### src/rtl/eth_rt_tx_sink_if.sv
// rtl/eth_rt_tx_sink_if.sv - GMII-style Tx byte stream in, buffered payload byte stream out
interface eth_rt_tx_sink_if;
    logic       TxEn;
    logic       DataReady;
    logic [7:0] TxD;
    logic       out_ready;
    logic       out_valid;
    logic [7:0] out_data;
    logic       out_eof;
    logic       out_err;

    modport master (
        output TxEn, DataReady, TxD, out_ready,
        input  out_valid, out_data, out_eof, out_err
    );

    modport slave (
        input  TxEn, DataReady, TxD, out_ready,
        output out_valid, out_data, out_eof, out_err
    );
endinterface

### src/rtl/eth_rt_tx_sink.sv
// rtl/eth_rt_tx_sink.sv - preamble strip, FCS check, length check and payload FIFO for the RT Ethernet Tx stream
// Optional frame statistics counters readable on reg_rdata_o when ETH_TX_SINK_STATS_EN is defined.
module eth_rt_tx_sink #(
    parameter int FIFO_AW   = 4,
    parameter int MIN_FRAME = 64,
    parameter int MAX_FRAME = 1518
) (
    input  logic            clk_i,
    input  logic            resetActive_i,
    input  logic            clearErrors_i,
    eth_rt_tx_sink_if.slave bus,
    output logic            stat_valid_o,
    output logic [11:0]     stat_len_o,
    output logic            stat_crc_err_o,
    output logic            stat_runt_o,
    output logic            stat_over_o,
    output logic            pre_err_o,
    output logic            ovf_err_o,
    input  logic [15:0]     reg_raddr_i,
    output logic [31:0]     reg_rdata_o
);
    localparam logic [11:0] MIN_LEN = 12'(MIN_FRAME);
    localparam logic [11:0] MAX_LEN = 12'(MAX_FRAME);

    typedef enum logic [1:0] {S_IDLE, S_PRE, S_FRAME, S_DISCARD} state_t;

    function automatic logic [7:0] rev8(input logic [7:0] b);
        logic [7:0] r;
        for (int i = 0; i < 8; i++) r[i] = b[7-i];
        return r;
    endfunction

    // MSB-first CRC-32 fed with the bit-reversed byte, matching the Tx side generator.
    function automatic logic [31:0] crc32_byte(input logic [31:0] c, input logic [7:0] b);
        logic [31:0] r;
        logic [7:0]  d;
        r = c;
        d = rev8(b);
        for (int i = 7; i >= 0; i--) begin
            if (r[31] ^ d[i]) r = {r[30:0], 1'b0} ^ 32'h04c11db7;
            else              r = {r[30:0], 1'b0};
        end
        return r;
    endfunction

    state_t            state_q, state_d;
    logic [3:0]        pcnt_q, pcnt_d;
    logic [11:0]       len_q, len_d;
    logic [7:0]        sr_q [5];
    logic [7:0]        sr_d [5];
    logic [2:0]        sr_cnt_q, sr_cnt_d;
    logic [31:0]       crc_q, crc_d;
    logic              frame_ovf_q, frame_ovf_d;
    logic              pre_err_q, pre_err_d;
    logic              ovf_err_q, ovf_err_d;
    logic              stat_valid_q;
    logic [11:0]       stat_len_q;
    logic              stat_crc_q, stat_runt_q, stat_over_q;
    logic [FIFO_AW:0]  wr_ptr_q, wr_ptr_d, rd_ptr_q, rd_ptr_d;
    logic [9:0]        mem_q [2**FIFO_AW];

    logic              accept;
    logic              pre_set, frame_start, end_frame;
    logic              push, push_eof, push_err;
    logic [7:0]        push_data;
    logic [31:0]       crc_fin;
    logic              fcs_ok, st_short, st_crc, st_runt, st_over;
    logic              fifo_empty, fifo_full, pop, push_ok, drop, overwrite;
    logic [FIFO_AW-1:0] tail_idx;
    logic [9:0]        head;

    assign accept = bus.TxEn & bus.DataReady;

    // At TxEn fall the oldest shift-register byte is the last data byte, the other four are the FCS.
    assign crc_fin  = crc32_byte(crc_q, sr_q[0]);
    assign fcs_ok   = (sr_q[1] == ~rev8(crc_fin[31:24])) && (sr_q[2] == ~rev8(crc_fin[23:16])) &&
                      (sr_q[3] == ~rev8(crc_fin[15:8]))  && (sr_q[4] == ~rev8(crc_fin[7:0]));
    assign st_short = (sr_cnt_q != 3'd5);
    assign st_crc   = st_short | ~fcs_ok;
    assign st_runt  = st_short | (len_q < MIN_LEN);
    assign st_over  = (len_q > MAX_LEN);

    always_comb begin
        state_d     = state_q;
        pcnt_d      = pcnt_q;
        len_d       = len_q;
        sr_d        = sr_q;
        sr_cnt_d    = sr_cnt_q;
        crc_d       = crc_q;
        pre_set     = 1'b0;
        frame_start = 1'b0;
        end_frame   = 1'b0;
        push        = 1'b0;
        push_eof    = 1'b0;
        push_err    = 1'b0;
        push_data   = 8'h00;
        case (state_q)
            S_IDLE: begin
                if (accept) begin
                    if (bus.TxD == 8'h55) begin
                        state_d = S_PRE;
                        pcnt_d  = 4'd1;
                    end else begin
                        state_d = S_DISCARD;
                        pre_set = 1'b1;
                    end
                end
            end
            S_PRE: begin
                if (!bus.TxEn) begin
                    state_d = S_IDLE;
                end else if (accept) begin
                    if (bus.TxD == 8'h55) begin
                        pcnt_d = (pcnt_q == 4'hf) ? pcnt_q : pcnt_q + 4'd1;
                    end else if (bus.TxD == 8'hd5 && pcnt_q == 4'd7) begin
                        state_d     = S_FRAME;
                        len_d       = 12'd0;
                        sr_cnt_d    = 3'd0;
                        crc_d       = 32'hffffffff;
                        frame_start = 1'b1;
                    end else begin
                        state_d = S_DISCARD;
                        pre_set = 1'b1;
                    end
                end
            end
            S_FRAME: begin
                if (!bus.TxEn) begin
                    state_d   = S_IDLE;
                    end_frame = 1'b1;
                    if (!st_short) begin
                        push      = 1'b1;
                        push_eof  = 1'b1;
                        push_err  = st_crc | st_runt | st_over | frame_ovf_q;
                        push_data = sr_q[0];
                    end
                end else if (accept) begin
                    len_d = (len_q == 12'hfff) ? len_q : len_q + 12'd1;
                    if (sr_cnt_q == 3'd5) begin
                        push      = (len_q < MAX_LEN);
                        push_data = sr_q[0];
                        crc_d     = crc32_byte(crc_q, sr_q[0]);
                        for (int i = 0; i < 4; i++) sr_d[i] = sr_q[i+1];
                        sr_d[4] = bus.TxD;
                    end else begin
                        sr_d[sr_cnt_q] = bus.TxD;
                        sr_cnt_d       = sr_cnt_q + 3'd1;
                    end
                end
            end
            S_DISCARD: begin
                if (!bus.TxEn) state_d = S_IDLE;
            end
            default: state_d = S_IDLE;
        endcase
    end

    // A simultaneous pop frees the slot, so push-while-full only drops when nothing leaves.
    assign fifo_empty = (wr_ptr_q == rd_ptr_q);
    assign fifo_full  = (wr_ptr_q[FIFO_AW] != rd_ptr_q[FIFO_AW]) &&
                        (wr_ptr_q[FIFO_AW-1:0] == rd_ptr_q[FIFO_AW-1:0]);
    assign pop        = ~fifo_empty & bus.out_ready;
    assign push_ok    = push & (~fifo_full | pop);
    assign drop       = push & fifo_full & ~pop;
    assign overwrite  = drop & push_eof;
    assign tail_idx   = wr_ptr_q[FIFO_AW-1:0] - {{(FIFO_AW-1){1'b0}}, 1'b1};
    assign wr_ptr_d   = push_ok ? wr_ptr_q + 1'b1 : wr_ptr_q;
    assign rd_ptr_d   = pop ? rd_ptr_q + 1'b1 : rd_ptr_q;
    assign head       = mem_q[rd_ptr_q[FIFO_AW-1:0]];

    assign frame_ovf_d = frame_start ? 1'b0 : (frame_ovf_q | drop);
    assign pre_err_d   = pre_set | (pre_err_q & ~clearErrors_i);
    assign ovf_err_d   = drop | (ovf_err_q & ~clearErrors_i);

    always_ff @(posedge clk_i or posedge resetActive_i) begin
        if (resetActive_i) begin
            state_q      <= S_IDLE;
            pcnt_q       <= 4'd0;
            len_q        <= 12'd0;
            for (int i = 0; i < 5; i++) sr_q[i] <= 8'h00;
            sr_cnt_q     <= 3'd0;
            crc_q        <= 32'hffffffff;
            frame_ovf_q  <= 1'b0;
            pre_err_q    <= 1'b0;
            ovf_err_q    <= 1'b0;
            stat_valid_q <= 1'b0;
            stat_len_q   <= 12'd0;
            stat_crc_q   <= 1'b0;
            stat_runt_q  <= 1'b0;
            stat_over_q  <= 1'b0;
            wr_ptr_q     <= '0;
            rd_ptr_q     <= '0;
        end else begin
            state_q      <= state_d;
            pcnt_q       <= pcnt_d;
            len_q        <= len_d;
            sr_q         <= sr_d;
            sr_cnt_q     <= sr_cnt_d;
            crc_q        <= crc_d;
            frame_ovf_q  <= frame_ovf_d;
            pre_err_q    <= pre_err_d;
            ovf_err_q    <= ovf_err_d;
            stat_valid_q <= end_frame;
            if (end_frame) begin
                stat_len_q  <= len_q;
                stat_crc_q  <= st_crc;
                stat_runt_q <= st_runt;
                stat_over_q <= st_over;
            end
            wr_ptr_q     <= wr_ptr_d;
            rd_ptr_q     <= rd_ptr_d;
        end
    end

    // A dropped terminator re-tags the newest stored byte so the frame still ends, marked bad.
    always_ff @(posedge clk_i) begin
        if (push_ok) begin
            mem_q[wr_ptr_q[FIFO_AW-1:0]] <= {push_eof, push_err, push_data};
        end else if (overwrite) begin
            mem_q[tail_idx] <= {2'b11, mem_q[tail_idx][7:0]};
        end
    end

    assign bus.out_valid = ~fifo_empty;
    assign bus.out_data  = fifo_empty ? 8'h00 : head[7:0];
    assign bus.out_eof   = ~fifo_empty & head[9];
    assign bus.out_err   = ~fifo_empty & head[8];

    assign stat_valid_o   = stat_valid_q;
    assign stat_len_o     = stat_len_q;
    assign stat_crc_err_o = stat_crc_q;
    assign stat_runt_o    = stat_runt_q;
    assign stat_over_o    = stat_over_q;
    assign pre_err_o      = pre_err_q;
    assign ovf_err_o      = ovf_err_q;

`ifdef ETH_TX_SINK_STATS_EN
    logic [7:0] num_frames_q, num_crc_q, num_runt_q, num_drop_q;
    logic       unused_raddr;

    always_ff @(posedge clk_i or posedge resetActive_i) begin
        if (resetActive_i) begin
            num_frames_q <= 8'd0;
            num_crc_q    <= 8'd0;
            num_runt_q   <= 8'd0;
            num_drop_q   <= 8'd0;
        end else begin
            if (end_frame)             num_frames_q <= num_frames_q + 8'd1;
            if (end_frame && st_crc)   num_crc_q    <= num_crc_q + 8'd1;
            if (end_frame && st_runt)  num_runt_q   <= num_runt_q + 8'd1;
            if (drop || pre_set)       num_drop_q   <= num_drop_q + 8'd1;
        end
    end

    assign reg_rdata_o  = (reg_raddr_i[7:4] == 4'hb) ?
                          {num_drop_q, num_runt_q, num_crc_q, num_frames_q} : 32'd0;
    assign unused_raddr = ^{reg_raddr_i[15:8], reg_raddr_i[3:0]};
`else
    logic unused_raddr;
    assign reg_rdata_o  = 32'd0;
    assign unused_raddr = ^reg_raddr_i;
`endif
endmodule

### src/flat_wrapper.sv
// flat-port wrapper written by rule: the top's interface ports become plain ports
module eth_rt_tx_sink_flat 
#(
    parameter int FIFO_AW   = 4,
    parameter int MIN_FRAME = 64,
    parameter int MAX_FRAME = 1518
)
  (clk_i, resetActive_i, clearErrors_i, stat_valid_o, stat_len_o, stat_crc_err_o, stat_runt_o, stat_over_o, pre_err_o, ovf_err_o, reg_raddr_i, reg_rdata_o, bus_TxEn, bus_DataReady, bus_TxD, bus_out_ready, bus_out_valid, bus_out_data, bus_out_eof, bus_out_err);
  eth_rt_tx_sink_if bus_i ();
  input  logic clk_i;
  input  logic resetActive_i;
  input  logic clearErrors_i;
  output logic stat_valid_o;
  output logic [11:0] stat_len_o;
  output logic stat_crc_err_o;
  output logic stat_runt_o;
  output logic stat_over_o;
  output logic pre_err_o;
  output logic ovf_err_o;
  input  logic [15:0] reg_raddr_i;
  output logic [31:0] reg_rdata_o;
  input wire logic [$bits(bus_i.TxEn)-1:0] bus_TxEn;
  input wire logic [$bits(bus_i.DataReady)-1:0] bus_DataReady;
  input wire logic [$bits(bus_i.TxD)-1:0] bus_TxD;
  input wire logic [$bits(bus_i.out_ready)-1:0] bus_out_ready;
  output wire logic [$bits(bus_i.out_valid)-1:0] bus_out_valid;
  output wire logic [$bits(bus_i.out_data)-1:0] bus_out_data;
  output wire logic [$bits(bus_i.out_eof)-1:0] bus_out_eof;
  output wire logic [$bits(bus_i.out_err)-1:0] bus_out_err;
  assign bus_i.TxEn = bus_TxEn;
  assign bus_i.DataReady = bus_DataReady;
  assign bus_i.TxD = bus_TxD;
  assign bus_i.out_ready = bus_out_ready;
  assign bus_out_valid = bus_i.out_valid;
  assign bus_out_data = bus_i.out_data;
  assign bus_out_eof = bus_i.out_eof;
  assign bus_out_err = bus_i.out_err;
  eth_rt_tx_sink #(.FIFO_AW(FIFO_AW), .MIN_FRAME(MIN_FRAME), .MAX_FRAME(MAX_FRAME)) u_core (.clk_i(clk_i), .resetActive_i(resetActive_i), .clearErrors_i(clearErrors_i), .bus(bus_i), .stat_valid_o(stat_valid_o), .stat_len_o(stat_len_o), .stat_crc_err_o(stat_crc_err_o), .stat_runt_o(stat_runt_o), .stat_over_o(stat_over_o), .pre_err_o(pre_err_o), .ovf_err_o(ovf_err_o), .reg_raddr_i(reg_raddr_i), .reg_rdata_o(reg_rdata_o));
endmodule
### config.mk
export PLATFORM = sky130hd
export DESIGN_NAME = eth_rt_tx_sink_flat
export DESIGN_NICKNAME = d
export VERILOG_FILES = /design/src/rtl/eth_rt_tx_sink_if.sv /design/src/rtl/eth_rt_tx_sink.sv /design/src/flat_wrapper.sv
export SDC_FILE = /design/constraint.sdc
export NUM_CORES = 1
export LEC_CHECK = 0
export BUFFER_PORTS_ARGS = -buffer_cell sky130_fd_sc_hd__buf_2
export CAP_MARGIN = 0
export CELL_PAD_IN_SITES_DETAIL_PLACEMENT = 0
export CELL_PAD_IN_SITES_GLOBAL_PLACEMENT = 1
export CORE_MARGIN = 1.5
export CORE_UTILIZATION = 54
export DETAILED_ROUTE_END_ITERATION = 7
export PLACE_DENSITY_LB_ADDON = 0.15
export SLEW_MARGIN = 20
export SYNTH_ARGS = -nofsm -noshare
export SYNTH_HDL_FRONTEND = slang
export SYNTH_SLANG_ARGS = --single-unit
### constraint.sdc
create_clock -name clk_i -period 7.11 [get_ports clk_i]
set_input_delay 1.0665 -clock clk_i [delete_from_list [all_inputs] [get_ports clk_i]]
set_output_delay 1.0665 -clock clk_i [all_outputs]
set_load 0.01 [all_outputs]
# Word-level counts from Yosys, hierarchy flattened
# Memories as Yosys holds them, arrays and structs flattened.
# Index checks and enable logic that the tools add are counted.
[totals] n_memories=1 latchBits=0 ram_bits=160 in_bits=30 register_bits=122 romBits=0 wordCells=268 out_inout_bits=61
[classes] magnitude_cmp=5 n_eq_ne=34 addsub=6 n_shift=0 reduce_logical=18 n_div=0 bitwise=59 mul=0 mux=125
[mem_list] name="u_core.mem_q" depth=16 word_bits=10 rd=1 rd_clocked_by_memory_dff=0 write_ports=1 line_no="eth_rt_tx_sink.sv:60" text="logic [9:0] mem_q [2**FIFO_AW];"
[op_table] cell="$mux 32" count=35
[op_table] cell="$mux 27" count=15
[op_table] cell="$not 14->14" count=15
[op_table] cell="$mux 12" count=7
[op_table] cell="$pmux 32 s2" count=1
[op_table] cell="$mux 8" count=7
[op_table] cell="$bwmux 40" count=1
[op_table] cell="$mux 40" count=1
[op_table] cell="$eq 8x8->1" count=4
[op_table] cell="$not 8->8" count=4
[op_table] cell="$mux 1" count=30
[op_table] cell="$mux 4" count=7
[op_table] cell="$demux 8 s3" count=1
[op_table] cell="$pmux 12 s2" count=1
[op_table] cell="$reduce_and 8->1" count=3
[op_table] cell="$mux 3" count=7
[op_table] cell="$xor 1x1->1" count=15
[op_table] cell="$mux 2" count=7
[op_table] cell="$ne 2x1->1 const B" count=7
[op_table] cell="$ne 2x2->1 const B" count=7
[op_table] cell="$add 12x1->12 const B" count=1
[op_table] cell="$eq 12x12->1 const B" count=1
[op_table] cell="$gt 12x11->1 const B" count=1
[op_table] cell="$lt 12x11->1 const B" count=1
[op_table] cell="38 further kinds" count=68

# Logic depth before layout (Yosys ltp)
[depth] ltp_word=48 ltp_mapped=10 ltp_nobuf=9

# Least setup slack after synthesis
# Ideal clock, no wire load.
[synth_path] kind="register -> output" startpoint="register u_core.rd_ptr_q[0]" endpoint="output bus_out_eof" path_stages_with_launch=6 slack_ns=3.712 path_buffers=2 arrival_ns=2.332 required_time_ns=6.043 cell_sequence="dfrtp_1 > clkbuf_1 > buf_1 > mux4_2 > mux4_2 > nor2b_1"
[synth_via] elab_chain_cells=3 word_cells_on_any_way=4
[synth_lines] element="from (decl)" line_no="eth_rt_tx_sink.sv:59" text="logic [FIFO_AW:0] wr_ptr_q, wr_ptr_d, rd_ptr_q, rd_ptr_d;"
[synth_lines] element="from (signal assigned)" line_no="eth_rt_tx_sink.sv:211" text="rd_ptr_q <= rd_ptr_d;"
[synth_lines] element="parallel branches: the longest is 2 deep, another holds $mem_v2 16x10"
[synth_lines] element="$and 1x1->1 *" line_no="eth_rt_tx_sink.sv:226" text="assign bus.out_eof = ~fifo_empty & head[9];"
[synth_lines] element="to (decl)" line_no="flat_wrapper.sv:28" text="output wire logic [$bits(bus_i.out_eof)-1:0] bus_out_eof;"
# Mark *: on every way between the ends.

# Worst setup path after layout
[layout_path] startpoint="register u_core.rd_ptr_q[0]" endpoint="output bus_out_data[5]"
[layout_via] elab_chain_cells=2 word_cells_on_any_way=3
[layout_lines] element="$mem_v2 16x10 or $eq 5x5->1 (tied branches)"
[layout_lines] element="$mux 8 *" line_no="eth_rt_tx_sink.sv:225" text="assign bus.out_data = fifo_empty ? 8'h00 : head[7:0];"
[layout_lines] element="to (decl)" line_no="flat_wrapper.sv:27" text="output wire logic [$bits(bus_i.out_data)-1:0] bus_out_data;"
# Every way passes the cells marked *; elsewhere a longest branch is shown, timed or not.

==> results.md <==
- Status: complete, no violations
- 1st-pass router iterations: 5
- Crit Path Class: register to output port
- Inserted Clock Buffers: 28
- Site row count: 57
- Post-DRT Antenna Nets: 0
- Synth unique cells: 61
- CTS resizes: 0
- Slew margin rel.: a little over a third
- Hold Slack: about 0.49 ns
- M1 WL: between 10000 and 15000 um
- Io pins: slightly above 90
- Max VDD drop: ~590 uV
- Clock latency on the worst-skew pair: approximately 0.55 ns
- Unrepaired setup endpoints after global routing: false
- Final HPWL DP: roughly 18000 um
- Top layer in use: met4
- Post-synthesis cell count: 1006
- Crit start category: register
- Wire length of the first global-routing pass: around 44000 um
- Final Hold Fails: 0
- Met3 WL: ~1000 um
- Asr flop ratio synth: 43.3%
- Final WL: ~27000 um
- Synth Warn #: 0
- Area Growth Syn to Fin: 9.93%
- I/O Buffers: between 40 and 50
- Vias in the first global route: approximately 7600
- Initial antenna violation count: 0
- Setup TNS: 0 ns
- Synthesized flop and latch total: 282
- First-iteration detailed-routing DRC count: between 300 and 400
- Wire length per cell after detailed routing: approximately 20 um
- Hold Crit Class: register to register
- GRT Util Overall: a little over a fifth
- Arr. time, crit path: between 3 and 4 ns
- Residual DRC: 0
- Final period util: roughly 58%
- Commonest non-fill, non-tap cells in the layout: edfxtp_1 (160), nor2_1 (104), dfrtp_1 (88)
- # hold bufs at CTS: 0
- Post-synthesis sequential area ratio: about three fifths
- ANT cells: 0
- Critical path capture point type: output port
- Syn_area_per_cell: approximately 13 um^2
- Die Height: around 160 um
- Leak: 5.69 nW
- Die area: about 26000 um^2
- Ratio of cells with drive above 1 in the final layout: 20.8%
- Final setup viols: 0
- Root Buffer: clkbuf_16
- Worst-path clk slew: approximately 0.060 ns
- Gr ovfl total: 0
- Max-cap violations: 0
- Setup bufs post-CTS: 0
- Mapped Area: 13400 um^2
- Nets: about 1100
- Req. time, crit path: between 6 and 7 ns
- Min Tclk post-route: a little over 4 ns
- Core area: approximately 24000 um^2
- Clk sinks: approximately 280
- Post-synth EDFFs: 160
- Worst-Margin Slew: between 0.9 and 1 ns
- Worst-case clock buffer depth: 3
- Pwr per Cell Area: between 500 and 600 nW/um^2
- Worst Skew: 0.0312 ns
- Primary FF master, synth: edfxtp_1
- CP Max Fanout: 43
- Most common cell after layout, fill and taps aside: edfxtp_1
- Initial core utilization: a little under three fifths
- DR vias: 7650
- WL met2: roughly 13000 um
- Largest net degree at the start of global routing: just over 70
- Vias per inst: between 5 and 6
- Die Width: 160 um
- Max-slew violations: 0
- CTS tree: yes
- Routability Congestion: 0.807
- Highest clock rate: between 200 and 250 MHz
- CTS H-tree lvls: 1
[layer usage]
metal | vias to the layer above | global-route usage (%)
met2 | 151 | 35.8
met3 | 32 | 2.69
met4 | 0 | 5.06
li1 | 3650 | -
met1 | 3817 | 31.4
met5 | - | 0
[power breakdown]
part / leakage [nW] / switching (W) / total, W / internal, W
Sequential: 3.10 / 0.000347 / 0.00242 / 0.00207
Combinational: 2.16 / 0.00220 / 0.00411 / 0.00191
Clock: 0.435 / 0.000613 / 0.00147 / 0.000858
[worst paths after layout]
kind                                            to  cells past startpoint                from  slack, ns
min in group asynchronous       u_core.rd_ptr_q[1]                      2       resetActive_i       0.64
worst min-delay path            u_core.rd_ptr_q[4]                      1  u_core.rd_ptr_q[4]       0.49
worst max register to register  u_core.mem_q[3][7]                      7  u_core.rd_ptr_q[2]       3.07
max in group asynchronous           u_core.sr_q[0]                      3       resetActive_i       5.12
worst min register to register  u_core.rd_ptr_q[4]                      1  u_core.rd_ptr_q[4]       0.49
worst max-delay path               bus_out_data[5]                      5  u_core.rd_ptr_q[0]       3.01
[final cells by class]
cell class / instances / area (um^2)
repair buffers: 52 / 285
well taps: 324 / 405
multi-input cells: 663 / 5140
inverters: 18 / 70.1
clock buffers: 38 / 759
clock inverters: 14 / 153
fillers: 1925 / 9610
flip-flops and latches: 282 / 7900
[cells in the mapped netlist (3+ instances only)]
| library cell | number | area, um^2 |
|---|---|---|
| a21oi_1 | 83 | 415 |
| a22o_1 | 5 | 43.8 |
| a22oi_1 | 5 | 37.5 |
| and2_1 | 17 | 106 |
| and3_1 | 4 | 25.0 |
| buf_1 | 5 | 18.8 |
| buf_4 | 32 | 240 |
| clkbuf_1 | 36 | 135 |
| dfrtp_1 | 90 | 2250 |
| dfstp_2 | 32 | 841 |
| edfxtp_1 | 160 | 4800 |
| ha_1 | 8 | 100 |
| inv_1 | 18 | 67.6 |
| mux2_2 | 21 | 236 |
| mux4_2 | 50 | 1130 |
| nand2_1 | 57 | 214 |
| nand2b_1 | 6 | 37.5 |
| nand3_1 | 16 | 80.1 |
| nand3b_1 | 3 | 22.5 |
| nand4_1 | 11 | 68.8 |
| nor2_1 | 106 | 398 |
| nor2b_1 | 14 | 87.6 |
| nor3_1 | 11 | 55.1 |
| nor4_1 | 3 | 18.8 |
| o21ai_0 | 42 | 210 |
| o22a_1 | 4 | 35.0 |
| or3_1 | 6 | 37.5 |
| xnor2_1 | 70 | 613 |
| xnor2_2 | 7 | 114 |
| xnor2_4 | 4 | 110 |
| xnor3_1 | 5 | 113 |
| xor2_1 | 36 | 315 |
[critical path, cell delays in order, from the launching register on]
cell and delay [ns]:
dfrtp_2 0.36, buf_4 0.66, mux4_2 0.63, mux4_2 0.51, nor2b_1 0.15, buf_2 0.17
[registers in the layout, indices dropped and copies added, names as in the netlist, 2 cells and up]
signal,cells
u_core.state_q,2
u_core.pcnt_q,4
u_core.rd_ptr_q,5
u_core.wr_ptr_q,5
u_core.len_q,12
u_core.sr_cnt_q,3
u_core.stat_len_o,12
u_core.crc_q,32
u_core.sr_q,40
u_core.mem_q,160
[cell families (layout without fill, tap and decap cells)]
kind of cell / after synthesis / count (layout) / synth area share (%)
and+or+nand+nor: 265 / 265 / 9.25
buffers and inverters: 92 / 122 / 3.55
AOI/OAI and AO/OA: 157 / 157 / 6.62
DFF: 282 / 282 / 59.0
other: 1 / 32 / 0.0280
adders and majority gates: 8 / 8 / 0.748
xor gates and xnor gates: 127 / 127 / 10.3
muxes: 74 / 74 / 10.4
[metrics by stage]
step                setup WS [ns]  total power, W  utilization (%)  instances  cell area (um^2)
global placement             3.14         0.00652             56.7       1339             13800
CTS                          2.93         0.00807             60.5       1391             14700
global route                 2.77         0.00849             60.5       1391             14700
floorplan                    2.85         0.00562                -       1037             13500
detailed placement           3.06         0.00655             56.7       1339             13800
finish                       3.01         0.00800             60.5       1391             14700
Note: power is estimated with default switching activity, not from simulation.
